==> config.mk <==
export PLATFORM = sky130hd
export DESIGN_NAME = fetch_unit
export DESIGN_NICKNAME = d
export VERILOG_FILES = /design/src/rtl/fetch_unit.sv
export SDC_FILE = /design/constraint.sdc
export NUM_CORES = 1
export LEC_CHECK = 0
export BUFFER_PORTS_ARGS = -buffer_cell sky130_fd_sc_hd__buf_2
export CAP_MARGIN = 30
export CORE_MARGIN = 10
export CORE_UTILIZATION = 50
export DETAILED_ROUTE_END_ITERATION = 6
export GPL_TIMING_DRIVEN = 0
export PLACE_DENSITY_LB_ADDON = 0.1
export REMOVE_ABC_BUFFERS = 1
export SKIP_CTS_REPAIR_TIMING = 1
export SYNTH_ARGS = -nofsm -noshare
export SYNTH_HDL_FRONTEND = slang
export SYNTH_SLANG_ARGS = --single-unit
==> constraint.sdc <==
create_clock -name clk -period 3.12 [get_ports clk]
set_input_delay 0.78 -clock clk [delete_from_list [all_inputs] [get_ports clk]]
set_output_delay 0.78 -clock clk [all_outputs]
set_load 0.01 [all_outputs]
==> src/rtl/fetch_unit.sv <==
// Instruction fetch front end: issues 16-bit reads with a mandatory idle cycle
// between them and buffers up to two {pc, instr} pairs for the decoder.
module fetch_unit #(
   parameter logic [15:0] RESET_PC = 16'h0000
) (
   input  logic        clk,
   input  logic        rst_n,
   output logic [15:0] addr_o,
   output logic        re_o,
   input  logic        needWait_i,
   input  logic [15:0] data_i,
   input  logic        redirect_i,
   input  logic [15:0] redirect_pc_i,
   output logic        instr_valid_o,
   output logic [15:0] instr_o,
   output logic [15:0] instr_pc_o,
   input  logic        instr_ready_i
);

   typedef enum logic [1:0] {
      FETCH = 2'd0,
      GAP   = 2'd1,
      STALL = 2'd2
   } fetch_state_t;

   fetch_state_t fsm_state, state_d;

   logic [15:0] pc_q, pc_d;
   logic [15:0] addr_q;
   logic [1:0]  count_q, count_d;
   logic [1:0]  count_after_pop;
   logic [15:0] e0_pc_q, e0_ins_q, e1_pc_q, e1_ins_q;
   logic [15:0] e0_pc_d, e0_ins_d, e1_pc_d, e1_ins_d;
   logic        complete;
   logic        pop;

   // Consumer handshake: an entry transfers on a rising edge where
   // instr_valid_o and instr_ready_i are both high; valid never depends on ready.
   assign re_o          = (fsm_state == FETCH);
   assign addr_o        = re_o ? pc_q : addr_q;
   assign instr_valid_o = (count_q != 2'd0);
   assign instr_o       = e0_ins_q;
   assign instr_pc_o    = e0_pc_q;

   assign complete        = re_o && !needWait_i;
   assign pop             = instr_valid_o && instr_ready_i;
   assign count_after_pop = count_q - {1'b0, pop};

   always_comb begin
      state_d  = fsm_state;
      pc_d     = pc_q;
      count_d  = count_after_pop + {1'b0, complete};
      e0_pc_d  = e0_pc_q;
      e0_ins_d = e0_ins_q;
      e1_pc_d  = e1_pc_q;
      e1_ins_d = e1_ins_q;

      case (fsm_state)
         FETCH: begin
            if (complete) begin
               state_d = GAP;
               pc_d    = pc_q + 16'd2;
            end
         end
         GAP, STALL: state_d = (count_after_pop < 2'd2) ? FETCH : STALL;
         default:    state_d = GAP;
      endcase

      // Head is always entry 0: a pop shifts, then a push lands in the first free slot.
      if (pop) begin
         e0_pc_d  = e1_pc_q;
         e0_ins_d = e1_ins_q;
      end
      if (complete) begin
         if (count_after_pop == 2'd0) begin
            e0_pc_d  = pc_q;
            e0_ins_d = data_i;
         end else begin
            e1_pc_d  = pc_q;
            e1_ins_d = data_i;
         end
      end

      if (redirect_i) begin
         state_d = GAP;
         pc_d    = redirect_pc_i & 16'hFFFE;
         count_d = 2'd0;
      end
   end

   always_ff @(posedge clk) begin
      if (!rst_n) begin
         fsm_state <= GAP;
         pc_q      <= RESET_PC & 16'hFFFE;
         addr_q    <= 16'h0000;
         count_q   <= 2'd0;
         e0_pc_q   <= 16'h0000;
         e0_ins_q  <= 16'h0000;
         e1_pc_q   <= 16'h0000;
         e1_ins_q  <= 16'h0000;
      end else begin
         fsm_state <= state_d;
         pc_q      <= pc_d;
         addr_q    <= addr_o;
         count_q   <= count_d;
         e0_pc_q   <= e0_pc_d;
         e0_ins_q  <= e0_ins_d;
         e1_pc_q   <= e1_pc_d;
         e1_ins_q  <= e1_ins_d;
      end
   end

endmodule

==> impl_results.md <==
* Status: finished clean
* Most common cell in the netlist: dfxtp_1
* # IOs at 87
* Largest net degree at the start of global routing at 60
* CTS sink count at 98
* Final Hold Violating Endpoints at 0
* Cell taking the most area after synthesis: dfxtp_1
* H-tree depth at 3
* Synth Area in Adders at 1.16%
* Dominant cells by area after synthesis: dfxtp_1, mux2i_1, o211a_1
* GPL Wtd Cong at 0.760
* Seq/Total Area, Yosys at 45.4%
* CP Launch Type: flip-flop
* Clock root cell: clkbuf_8
* Die W at 113 um
* Largest family of logic cells by synthesized area: multiplexers
* CTS tree: built
* Crit path DAT at 1.97 ns
* Critical-path cell list: inv_1 > ha_1 > buf_8 > mux2_2 > buf_2
* Post-DP HPWL at 6630 um
* Remaining global-route overflow at 0
* First-pass GRT wire length at 15900 um
* Synth async-reset ratio at 0%
* Clock skew at 0.00637 ns
* DR iter-0 viols at 120
* Critical Path RT at 2.34 ns
* Worst-Skew Late Latency at 0.35 ns
* CP max FO at 13
* Dpl ws at -0.140 ns
* Post-layout power at 0.00257 W
* Antenna-violating nets left at 0
* Netlist cell types at 33
* Initial Utilization at 52.0%
* Most frequent cells after synthesis: dfxtp_1, mux2i_1, nand2_1, o211a_1, nor2b_1
* Final critical-path share of the clock period at 88.2%
* RSZ-0062 raised after global routing: no
* Clock-pin slew on the worst setup and hold paths at 0.09 ns
* Slowest cell on the critical path: ha_1
* GRT Util Overall at 14.9%
* Synth warn at 0
* Worst stage delay on the critical path at 0.51 ns
* Final-report setup violation count at 0
* Max-slew headroom at 54.3%
* Mean number of vias per cell at 5.19
* Final worst setup slack at 0.368 ns
* # rows at 33
* Delay-heaviest family, CP: adder cells
* Compound-gate portion of the synthesized area at 11.5%
* DR DRC count at 0
* Cell Area, Synth at 0.00432 mm^2
* Register area at 0.00196 mm^2
* TritonCTS buffer count at 9
* Number of enable flip-flop cells after synthesis at 0
* Die ar. at 0.0128 mm^2
* Initial antenna violation count at 0
* Buf/Inv on CP at 3
* Drt first pass iters at 4
* Core ar. at 0.00830 mm^2
* Layout cells sized above 1 at 25.9%
* Maxcap violations at 0
* Syn Area/Cell at 10.2 um^2
* I/O Buffers at 85
* Number of global-route vias before repair at 3273
* IR drop worst, VDD at 297 uV
* Top FF cell, synth: dfxtp_1
* Minimum clock period at 2.75 ns
* Multi-input gate area at 0.00218 mm^2
* Yosys top cell area share at 45.4%
* LEAKAGE at 2.66 nW
* Area grow syn2layout at 17.8%
* Gate Count Post-Synth at 423
* Die Ht at 113 um
* Worst-margin pin slew at 0.685 ns
* Post-Synth Simple-Gate Area at 15.6%
* WS Path Type: reg2out
* Synth Area in XOR/XNOR at 3.45%
* Wire per inst at 15.8 um
* Drt total wl at 9530 um
* Synth Register Bits at 98
* Net count, final at 536
* Mux cell area share after synthesis at 18.5%
* Fin. max-slew vios at 0
* DR vias at 3133
* Fillers at 736
* Setup crit end kind: primary output
* Clk buf depth at 2
* Fmax at 0.363 GHz
* HP Class: reg2reg
* ANT cells at 0
* Pwr dens at 504 mW/mm^2
report_power, final:
part / total [W] / internal [W] / switching (W)
sequential: 0.00134 / 0.00130 / 0.0000406
combinational: 0.000268 / 0.000129 / 0.000139
clock: 0.000962 / 0.000531 / 0.000431
total: 0.00257 / 0.00196 / 0.000610
path summary, 6_finish.rpt:
kind	start	endpoint	slack, ns	cells after the start
max	fsm_state[0]	addr_o[3]	0.37	5
min	fsm_state[1]	fsm_state[1]	0.47	2
max reg2reg	fsm_state[0]	instr_pc_o[5]	0.38	7
min reg2reg	fsm_state[1]	fsm_state[1]	0.47	2
per-layer routing:
metal  track usage, %  routed length, um  vias up
met5                0                  0        -
met4             5.25                115        0
met3             4.49                614       11
met2             23.2               4370       78
met1             19.0               4430     1446
li1                 -                  -     1598
placed cells by master (no fill, tap or decap), types with 4 or more instances in the layout:
cell type,n
dfxtp_1,98
nor3_1,5
xor2_1,4
o211a_1,35
a21oi_1,10
ha_1,4
and2_1,17
nand4_1,5
buf_2,85
buf_12,4
xnor2_1,13
o21ai_0,14
mux2i_1,63
nand2_1,45
mux2_2,15
inv_1,8
clkbuf_8,9
nor2b_1,33
tightest hold or removal path: stages, from the launching register on:
cell     delay, ns
dfxtp_1       0.32
nand3_1       0.06
a21oi_1       0.05
area by class of cell:
class | instances | share of cell area [%]
Multi-Input combinational cell | 285 | 42.9
Sequential cell | 98 | 38.6
Timing Repair Buffer | 93 | 10.7
Tap cell | 105 | 2.58
Clock buffer | 9 | 2.43
Clock inverter | 6 | 2.24
Inverter | 8 | 0.590
cell families (layout without fill, tap and decap cells):
group	after synthesis	count (layout)
buffers and inverters	40	116
AO/OA/AOI/OAI	61	61
multiplexers	78	78
adder cells (fa/ha/maj)	4	4
AND/OR/NAND/NOR	125	125
flip-flops	98	98
XOR/XNOR	17	17
per-stage QoR:
stage / utilization (%) / TNS [ns] / hold slack, ns / cells / cell area, um^2
2_1_floorplan: - / -37.32 / 0.441 / 391 / 4160
3_3_place_gp: 56.8 / -121.14 / 0.455 / 581 / 4720
3_5_place_dp: 58.1 / -4.90 / 0.465 / 586 / 4820
4_1_cts: 61.0 / -0.920 / 0.477 / 601 / 5060
5_1_grt: 61.3 / 0 / 0.497 / 604 / 5090
6_report: 61.3 / 0 / 0.475 / 604 / 5090
sequential cells by signal, indices dropped and copies added, names as in the netlist:
register	cells
fsm_state	2
pc_q	15
instr_o	16
instr_pc_o	16
e1_pc_q	15
count_q	2
addr_q	16
e1_ins_q	16
(Power assumes the default switching activity.)
